--- config.mk ---
export PLATFORM = sky130hd
export DESIGN_NAME = pll_lock_supervisor_flat
export DESIGN_NICKNAME = d
export VERILOG_FILES = /design/src/rtl/pll_sup_pkg.sv /design/src/rtl/pll_sup_if.sv /design/src/rtl/pll_lock_supervisor_sync_bit.sv /design/src/rtl/pll_lock_supervisor.sv /design/src/flat_wrapper.sv
export SDC_FILE = /design/constraint.sdc
export NUM_CORES = 1
export LEC_CHECK = 0
export ABC_AREA = 1
export BUFFER_PORTS_ARGS = -buffer_cell sky130_fd_sc_hd__buf_2
export CAP_MARGIN = 5
export CORE_ASPECT_RATIO = 0.75
export CORE_UTILIZATION = 33
export CTS_BUF_LIST = sky130_fd_sc_hd__clkbuf_16
export DETAILED_ROUTE_END_ITERATION = 10
export MAX_ROUTING_LAYER = met4
export SYNTH_ARGS = -nofsm -noshare
export SYNTH_HDL_FRONTEND = slang
export SYNTH_HIERARCHICAL = 1
export SYNTH_SLANG_ARGS = --single-unit
export TNS_END_PERCENT = 5
--- constraint.sdc ---
create_clock -name clk -period 4.9 [get_ports clk]
set_input_delay 0.49 -clock clk [delete_from_list [all_inputs] [get_ports clk]]
set_output_delay 0.49 -clock clk [all_outputs]
set_load 0.005 [all_outputs]
--- src/rtl/pll_sup_pkg.sv ---
// pll_sup_pkg: shared types and constants for the PLL lock supervisor.
//   pll_state_e : supervisor FSM state, fixed 3-bit encoding so debug taps
//                 and logic analyser captures decode the same way.
//   DEF_*       : default parameter values for pll_lock_supervisor.
//   clog2       : ceil(log2(n)), usable in constant expressions.
//   cnt_w       : width needed to hold 0..max_val, never less than 1.
package pll_sup_pkg;

    typedef enum logic [2:0] {
        ST_PRST   = 3'd0,
        ST_WAIT   = 3'd1,
        ST_STABLE = 3'd2,
        ST_RUN    = 3'd3,
        ST_FAULT  = 3'd4
    } pll_state_e;

    localparam int DEF_RST_PULSE_CYC    = 16;
    localparam int DEF_LOCK_TIMEOUT_CYC = 50000;
    localparam int DEF_STABLE_CYC       = 1024;
    localparam int DEF_MAX_RETRY        = 4;
    localparam int DEF_SYNC_STAGES      = 2;

    function automatic int clog2(input int n);
        int r;
        int v;
        r = 0;
        v = 1;
        while (v < n) begin
            v = v << 1;
            r = r + 1;
        end
        return r;
    endfunction

    function automatic int cnt_w(input int max_val);
        int w;
        w = clog2(max_val + 1);
        return (w < 1) ? 1 : w;
    endfunction

endpackage

--- src/rtl/pll_sup_if.sv ---
// pll_sup_if: signals between the PLL lock supervisor, the PLL primitive
// and the downstream reset consumers.
//   pll_lock_async : PLL LOCK, asynchronous to the supervisor clock
//   pll_rst        : PLL RST, active-high
//   user_rst       : downstream video/DDR reset, active-high
//   ready          : high only while the supervisor is in RUN
//   fault          : sticky retry-exhausted flag
//   retry_cnt      : failed lock attempts since the last RUN or reset
//   state_dbg      : current supervisor state, for debug taps
//   lock_loss_cnt  : RUN->PRST lock-loss events, only present when
//                    PLL_LOCK_SUPERVISOR_LOSS_CNT_EN is defined
// Modports: master = supervisor side, slave = PLL / consumer side.
interface pll_sup_if
    import pll_sup_pkg::*;
#(
    parameter int MAX_RETRY = DEF_MAX_RETRY
);
    localparam int RETRY_W = cnt_w(MAX_RETRY);

    logic               pll_lock_async;
    logic               pll_rst;
    logic               user_rst;
    logic               ready;
    logic               fault;
    logic [RETRY_W-1:0] retry_cnt;
    pll_state_e         state_dbg;
`ifdef PLL_LOCK_SUPERVISOR_LOSS_CNT_EN
    logic [15:0]        lock_loss_cnt;

    modport master (
        input  pll_lock_async,
        output pll_rst, user_rst, ready, fault, retry_cnt, state_dbg,
        output lock_loss_cnt
    );
    modport slave (
        output pll_lock_async,
        input  pll_rst, user_rst, ready, fault, retry_cnt, state_dbg,
        input  lock_loss_cnt
    );
`else
    modport master (
        input  pll_lock_async,
        output pll_rst, user_rst, ready, fault, retry_cnt, state_dbg
    );
    modport slave (
        output pll_lock_async,
        input  pll_rst, user_rst, ready, fault, retry_cnt, state_dbg
    );
`endif
endinterface

--- src/rtl/pll_lock_supervisor_sync_bit.sv ---
// sync_bit: multi-flop synchronizer for a single asynchronous status bit.
// All stages reset to 0, so a freshly reset design never sees a stale 1.
//   clk   : destination clock
//   rst   : synchronous active-high reset
//   d     : asynchronous input
//   q     : synchronized output, STAGES clocks of latency
module sync_bit #(
    parameter int STAGES = 2
) (
    input  logic clk,
    input  logic rst,
    input  logic d,
    output logic q
);
    logic [STAGES-1:0] sr;

    always_ff @(posedge clk) begin
        if (rst) begin
            sr <= '0;
        end else begin
            sr <= {sr[STAGES-2:0], d};
        end
    end

    assign q = sr[STAGES-1];
endmodule

--- src/rtl/pll_lock_supervisor.sv ---
// pll_lock_supervisor: drives PLL RST and the downstream reset from the
// synchronized PLL LOCK signal.
//   PRST   : PLL held in reset for RST_PULSE_CYC cycles
//   WAIT   : waiting up to LOCK_TIMEOUT_CYC cycles for lock; on timeout
//            either retry (PRST) or give up (FAULT) after MAX_RETRY retries
//   STABLE : lock must hold STABLE_CYC consecutive cycles; a dropout goes
//            back to WAIT without consuming a retry
//   RUN    : downstream released; lock loss restarts the PLL
//   FAULT  : sticky, left only through rst
// Ports: clk (free-running board clock), rst (synchronous, active-high),
//   bus (pll_sup_if.master: pll_lock_async in; pll_rst, user_rst, ready,
//   fault, retry_cnt, state_dbg out).
// Optional: define PLL_LOCK_SUPERVISOR_LOSS_CNT_EN to add bus.lock_loss_cnt,
//   a saturating 16-bit count of RUN->PRST transitions cleared only by rst.
// Every output is registered from the next state, so outputs change on the
// same edge as the state register.
module pll_lock_supervisor
    import pll_sup_pkg::*;
#(
    parameter int RST_PULSE_CYC    = DEF_RST_PULSE_CYC,
    parameter int LOCK_TIMEOUT_CYC = DEF_LOCK_TIMEOUT_CYC,
    parameter int STABLE_CYC       = DEF_STABLE_CYC,
    parameter int MAX_RETRY        = DEF_MAX_RETRY,
    parameter int SYNC_STAGES      = DEF_SYNC_STAGES
) (
    input  logic      clk,
    input  logic      rst,
    pll_sup_if.master bus
);
    localparam int RETRY_W = cnt_w(MAX_RETRY);
    localparam int TMR_MAX = (RST_PULSE_CYC > LOCK_TIMEOUT_CYC)
                           ? ((RST_PULSE_CYC > STABLE_CYC) ? RST_PULSE_CYC : STABLE_CYC)
                           : ((LOCK_TIMEOUT_CYC > STABLE_CYC) ? LOCK_TIMEOUT_CYC : STABLE_CYC);
    localparam int TMR_W   = cnt_w(TMR_MAX);

    localparam logic [TMR_W-1:0]   PULSE_LAST   = TMR_W'(RST_PULSE_CYC - 1);
    localparam logic [TMR_W-1:0]   TIMEOUT_LAST = TMR_W'(LOCK_TIMEOUT_CYC - 1);
    localparam logic [TMR_W-1:0]   STABLE_LAST  = TMR_W'(STABLE_CYC - 1);
    localparam logic [RETRY_W-1:0] RETRY_LIMIT  = RETRY_W'(MAX_RETRY);

    logic               lock_s;
    pll_state_e         state_q, state_d;
    logic [TMR_W-1:0]   timer_q, timer_d;
    logic [RETRY_W-1:0] retry_q, retry_d;
    logic               pll_rst_q, pll_rst_d;
    logic               user_rst_q, user_rst_d;
    logic               ready_q, ready_d;
    logic               fault_q, fault_d;

    sync_bit #(.STAGES(SYNC_STAGES)) u_lock_sync (
        .clk (clk),
        .rst (rst),
        .d   (bus.pll_lock_async),
        .q   (lock_s)
    );

    // State register together with the registered outputs.
    always_ff @(posedge clk) begin
        if (rst) begin
            state_q    <= ST_PRST;
            timer_q    <= '0;
            retry_q    <= '0;
            pll_rst_q  <= 1'b1;
            user_rst_q <= 1'b1;
            ready_q    <= 1'b0;
            fault_q    <= 1'b0;
        end else begin
            state_q    <= state_d;
            timer_q    <= timer_d;
            retry_q    <= retry_d;
            pll_rst_q  <= pll_rst_d;
            user_rst_q <= user_rst_d;
            ready_q    <= ready_d;
            fault_q    <= fault_d;
        end
    end

    // Next-state logic. In WAIT the lock test comes first so a lock that
    // arrives on the timeout cycle still wins.
    always_comb begin
        state_d = state_q;
        case (state_q)
            ST_PRST: begin
                if (timer_q == PULSE_LAST) state_d = ST_WAIT;
            end
            ST_WAIT: begin
                if (lock_s) begin
                    state_d = ST_STABLE;
                end else if (timer_q == TIMEOUT_LAST) begin
                    state_d = (retry_q == RETRY_LIMIT) ? ST_FAULT : ST_PRST;
                end
            end
            ST_STABLE: begin
                if (!lock_s) begin
                    state_d = ST_WAIT;
                end else if (timer_q == STABLE_LAST) begin
                    state_d = ST_RUN;
                end
            end
            ST_RUN: begin
                if (!lock_s) state_d = ST_PRST;
            end
            ST_FAULT: state_d = ST_FAULT;
            default:  state_d = ST_PRST;
        endcase
    end

    // Output / datapath decode from the next state.
    always_comb begin
        pll_rst_d  = (state_d == ST_PRST);
        user_rst_d = (state_d != ST_RUN);
        ready_d    = (state_d == ST_RUN);
        fault_d    = (state_d == ST_FAULT);

        // The timer restarts on any transition and parks at all-ones in the
        // states that never look at it.
        if (state_d != state_q) begin
            timer_d = '0;
        end else if (timer_q != {TMR_W{1'b1}}) begin
            timer_d = timer_q + 1'b1;
        end else begin
            timer_d = timer_q;
        end

        // Only a WAIT timeout counts as a failed attempt; the FAULT branch
        // is taken at the limit, so the counter cannot pass MAX_RETRY.
        retry_d = retry_q;
        if (state_d == ST_RUN) begin
            retry_d = '0;
        end else if (state_q == ST_WAIT && state_d == ST_PRST) begin
            retry_d = retry_q + 1'b1;
        end
    end

`ifdef PLL_LOCK_SUPERVISOR_LOSS_CNT_EN
    logic [15:0] loss_q;

    always_ff @(posedge clk) begin
        if (rst) begin
            loss_q <= '0;
        end else if (state_q == ST_RUN && state_d == ST_PRST && loss_q != 16'hFFFF) begin
            loss_q <= loss_q + 16'd1;
        end
    end

    assign bus.lock_loss_cnt = loss_q;
`endif

    assign bus.pll_rst   = pll_rst_q;
    assign bus.user_rst  = user_rst_q;
    assign bus.ready     = ready_q;
    assign bus.fault     = fault_q;
    assign bus.retry_cnt = retry_q;
    assign bus.state_dbg = state_q;
endmodule
--- src/flat_wrapper.sv ---
// flat-port wrapper written by rule: the top's interface ports become plain ports
module pll_lock_supervisor_flat import pll_sup_pkg::*;
#(
    parameter int RST_PULSE_CYC    = DEF_RST_PULSE_CYC,
    parameter int LOCK_TIMEOUT_CYC = DEF_LOCK_TIMEOUT_CYC,
    parameter int STABLE_CYC       = DEF_STABLE_CYC,
    parameter int MAX_RETRY        = DEF_MAX_RETRY,
    parameter int SYNC_STAGES      = DEF_SYNC_STAGES
)
  (clk, rst, bus_pll_lock_async, bus_pll_rst, bus_user_rst, bus_ready, bus_fault, bus_retry_cnt, bus_state_dbg);
  pll_sup_if #(.MAX_RETRY(MAX_RETRY)) bus_i ();
  input  logic clk;
  input  logic rst;
  input wire logic [$bits(bus_i.pll_lock_async)-1:0] bus_pll_lock_async;
  output wire logic [$bits(bus_i.pll_rst)-1:0] bus_pll_rst;
  output wire logic [$bits(bus_i.user_rst)-1:0] bus_user_rst;
  output wire logic [$bits(bus_i.ready)-1:0] bus_ready;
  output wire logic [$bits(bus_i.fault)-1:0] bus_fault;
  output wire logic [$bits(bus_i.retry_cnt)-1:0] bus_retry_cnt;
  output wire logic [$bits(bus_i.state_dbg)-1:0] bus_state_dbg;
  assign bus_i.pll_lock_async = bus_pll_lock_async;
  assign bus_pll_rst = bus_i.pll_rst;
  assign bus_user_rst = bus_i.user_rst;
  assign bus_ready = bus_i.ready;
  assign bus_fault = bus_i.fault;
  assign bus_retry_cnt = bus_i.retry_cnt;
  assign bus_state_dbg = bus_i.state_dbg;
  pll_lock_supervisor #(.RST_PULSE_CYC(RST_PULSE_CYC), .LOCK_TIMEOUT_CYC(LOCK_TIMEOUT_CYC), .STABLE_CYC(STABLE_CYC), .MAX_RETRY(MAX_RETRY), .SYNC_STAGES(SYNC_STAGES)) u_core (.clk(clk), .rst(rst), .bus(bus_i));
endmodule
* Word level (Yosys, flattened, before mapping)
Index checks and enable logic that the tools add are counted.
** Operators by class
- Add/subtract/negate cells :: 2
- Equal/unequal tests :: 13
- Muxes and demuxes :: 8
- Reduce and logical (&&, ||, !) cells :: 5
** Operator list (number)
- two-way mux 3 bit :: 7
- adder 16 x 1 -> 16 bit (second input constant) :: 1
- == test 16 x 10 -> 1 bit (second input constant) :: 1
- == test 16 bit (second input constant) :: 1
- == test 16 x 4 -> 1 bit (second input constant) :: 1
- inequality test 16 bit (second input constant) :: 1
- one-hot mux 3 bit (5 select lines) :: 1
- == test 3 x 2 -> 1 bit (second input constant) :: 3
- == test 3 bit (second input constant) :: 3
- logical NOT 3 bit :: 2
- OR reduction 2 bit :: 2
- adder 3 x 1 -> 3 bit (second input constant) :: 1
- == test 3 x 1 -> 1 bit (second input constant) :: 1
- inequality test 3 x 2 -> 1 bit (second input constant) :: 1
- inequality test 3 bit :: 1
- logical AND 1 bit :: 1
** Word-level totals
- Logic and storage cells :: 36
- Input port bits :: 3
- Register bits :: 28
- Output and inout port bits :: 10

* Logic depth before layout (Yosys ltp)
- Word-level depth :: 7
- Depth in mapped cells :: 12

* Hierarchy
The synthesis kept the hierarchy.
** Modules (own cells, without submodules)
- pll_lock_supervisor :: area an instance 1493.9 sq um, seq. area each 520.5 sq um, times used 1, cells an instance 212
- sync_bit :: area an instance 55.1 sq um, seq. area each 40.0 sq um, times used 1, cells an instance 6

* Worst setup path after synthesis
Ideal clock, no wire load.
- Path type :: register to register
- Start point :: reg u_core.timer_q[0]
- End point :: reg u_core.timer_q[14]
- Arrival :: 1.599 ns
- Cell stages (with the launch flop) :: 12
- Path buffers :: 1
- Setup slack :: 3.183 ns
- Library setup time :: 0.119 ns
- Path through :: dfxtp_1 ha_1 nand3_4 nor2_1 nand2_1 nand2_1 nand3_2 nor2_4 nand2_4 nand4_4 buf_6 nor2_2
** Between the ends
- Longest elaborated chain between the ends :: 6
** Ends and longest elaborated chain
- start, declared :: line pll_lock_supervisor.sv:43 : logic [TMR_W-1:0] timer_q, timer_d;
- start signal, assigned :: line pll_lock_supervisor.sv:69 : timer_q <= timer_d;
- == test 16 x 10 -> 1 bit / == test 16 bit (equally long branches) :: line pll_lock_supervisor.sv:96, pll_lock_supervisor.sv:89
- two-way mux 3 bit, on equally long branches :: line pll_lock_supervisor.sv:96, pll_lock_supervisor.sv:89
- two-way mux 3 bit, on equally long branches :: line pll_lock_supervisor.sv:94, pll_lock_supervisor.sv:87
- one-hot mux 3 bit (5 select lines) :: line pll_lock_supervisor.sv:82 : case (state_q)
- inequality test 3 bit :: line pll_lock_supervisor.sv:117 : if (state_d != state_q) begin
- OR reduction 2 bit (no source line)
Several ways; a longest one is shown, not always the timed one.
A chain may end at the register's enable or synchronous reset.

* Worst setup path after layout
- Start point :: reg u_core.timer_q[0]
- End point :: reg u_core.timer_q[0]
The elaborated chain is that of the path after synthesis.

==> results.ini <==
[run_status]
status = finished, final reports clean

[synth]
async_flop_share_pct = 0
postSynthAreaPerCell_sq_um = 7.11
ys_types = 29
ys_warn_count = 6
synth_nets = 224
ys_ff_latch = 28
synth_edf_count = 0
synth.top_cells.by_area = dfxtp_1, nor2_1, nand2_1
synth_top_area_share_pct = 36.2
yosys.area.top_type = dfxtp_1
syn_area_sq_um = 1550
synthFlopType = dfxtp_1
synth_seq_area_share_pct = 36.2
synth_cells = 218

[place]
gp_congestion = 0.826
dp_hpwl_mm = 2.35
port_buffers = 12
dpl.cell_count = 285
preCtsSetupSlack_ns = 2.94

[final_layout]
finalCoreUtilization_pct = 39.4
layout-drive-gt1-share_pct = 18.1
n_fill_cell = 479
fin_cells = 289
area_delta_synth_final_pct = 14.2
layout_commonest_cell = nor2_1
final_nets = 239
layout_common_cells = nor2_1, nand2_1, inv_1
antennaDiodeCount = 0

[critical_path]
cp.arrival_ns = 2.15
worstSetupPathType = flip-flop to flip-flop
crit_required_ns = 5.09
reg2reg_to = u_core/timer_q[0]
end_kind = flip-flop
cp_max_fo = 16
worst-r2r-cell-count = 9
r2r_setup_slack_ns = 2.94
worst_setup_path_start_kind = flip-flop
r2r_start = u_core/timer_q[0]

[power_and_ir_drop]
switching_share_pct = 18.6
p_switching_uw = 91.2
p_int_uw = 398
pwr_density_cell_nw_per_um2 = 277
pwr-share-seq_pct = 47.7
p_clk_share_pct = 49.6
power_frac_comb_pct = 2.7
vdd.ir_drop.worst_mv = 0.186
power.leakage_uw = 0.000760

[timing]
max_slew.worst_pin.slew_ns = 0.527
finalHoldViolations = 0
setup_viol = 0
max_freq_ghz = 0.511
rsz0062_at_grt = false
fin_ws_ns = 2.94
timing.setup.tns_ns = 0
final-max-slew-violation-count = 0
period_minus_slack_ns = 1.96
holdWs_ns = 0.406
worst_slew_margin_rel_pct = 64.6
final.period_utilization_pct = 39.9
skew_ns = 0.00332

[clock_network]
post_cts_resized = 0
cts_max_level = 1
root_buffer = clkbuf_16
path_clk_slew_ns = 0.07
numCtsBuffers = 3
cts_num_sinks = 28
clock_latency_ns = 0.27
post_cts_buffers = 0
clock_path_buffers = 2
ctsHoldBuffers = 0
cts_tree = built

[floorplanning]
ios = 13
dieArea_sq_um = 4970
die_width_microns = 81.1
row_count = 21
die_h_microns = 61.3
start_util_pct = 34.5
core_area_sq_um = 4490

[run]
drv_cap = 0

[detailed_routing]
drt_iter0_markers = 125
drc_errors = 0
routedWlPerCell_microns = 10.6
postRouteAntennaNets = 0
vias_per_cell = 4.49
num_vias = 1298
drt-total-wl_mm = 3.07
drtPass1Iterations = 4

[min_path]
min_to = u_core/u_lock_sync/sr[1]
holdPathStages = 2
hold_path_class = flip-flop to flip-flop
min_from = u_core/u_lock_sync/sr[0]

[grt]
grt_use_met3_pct = 4.44
antenna_found_initial = 0
grt_overflow = 0
grt_usage_pct = 14.7
use_met2_pct = 18.0
grt-busiest-layer = met1
grt_pass1_wl_mm = 5.18
grt_max_degree = 17
grt_pass1_vias = 1129
met1_usage_pct = 21.8

[layer usage]
metal,wire [microns],vias to the layer above
met3,195,2
li1,-,699
met1,1700,573
met2,1150,24
met4,27,0
met5,0,-
[synthesized netlist by cell type (all sizes together) (2+ instances only)]
master   n
ha       3
xor2    11
nand2   39
inv     31
o21ai    4
nand4    5
dfxtp   28
nand3   16
buf      2
nor2    67
xnor2    2
nor3     2
a21oi    2
[area by class of cell]
cell class | count | area [sq um] | share of cell area, %
Multi-Input combinational cell | 156 | 852 | 48.2
Sequential cell | 28 | 561 | 31.7
Inverter | 32 | 120 | 6.79
Clock buffer | 3 | 75.1 | 4.24
Tap cell | 57 | 71.3 | 4.03
Timing Repair Buffer | 12 | 60.1 | 3.39
Clock inverter | 1 | 30.0 | 1.70
[worst max-delay path by stage]
stage / to / start / slack (ns) / cells past startpoint
finish: u_core/timer_q[0] / u_core/timer_q[0] / 2.94 / 9
CTS: u_core/timer_q[0] / u_core/timer_q[0] / 2.92 / 9
floorplan: u_core/timer_q[14] / u_core/timer_q[0] / 3.18 / 11
global placement: u_core/timer_q[15] / u_core/timer_q[0] / 3.02 / 9
global route: u_core/timer_q[0] / u_core/timer_q[1] / 2.76 / 9
detailed placement: u_core/timer_q[0] / u_core/timer_q[0] / 2.94 / 9
[cell families (layout without fill, tap and decap cells)]
group / after synthesis / in the layout / synth area share, %
muxes: 2 / 2 / 1.37
and+or+nand+nor: 131 / 131 / 40.5
adders and majority gates: 3 / 3 / 2.42
DFF: 28 / 28 / 36.2
xor gates and xnor gates: 13 / 13 / 7.35
buffers and inverters: 34 / 48 / 8.80
AOI/OAI and AO/OA: 7 / 7 / 3.39
[through the flow]
step                total power [uW]  area (sq um)
global placement                 252          1660
global route                     506          1770
floorplan                        249          1550
finish                           489          1770
detailed placement               252          1660
CTS                              499          1770
[sequential cells by signal (all words and copies together), names as in the netlist]
name and cells:
u_core/bus.pll_rst 1, u_core/timer_q 16, u_core/bus.user_rst 1, u_core/u_lock_sync/sr 2, u_core/bus.retry_cnt 3, u_core/bus.fault 1, u_core/bus.state_dbg 3, u_core/bus.ready 1
[worst max-delay path, stage by stage (launching register included)]
cell and delay, ns:
dfxtp_1 0.37, ha_1 0.29, nand3_4 0.14, nor2_4 0.18
nand2_2 0.09, a21boi_4 0.18, nor2_4 0.08, nand2_4 0.06
nand4_4 0.30, nor2_1 0.19
[power groups by stage]
stage	sequential, uW	combinational (uW)	clock (uW)
final	233	13.2	243
after global routing	234	15.4	257
after CTS	233	13.4	252
after detailed placement	239	13.3	0
after global placement	239	13.4	0
after floorplan	238	10.8	0
No activity file was read; power rests on OpenSTA's default activity.
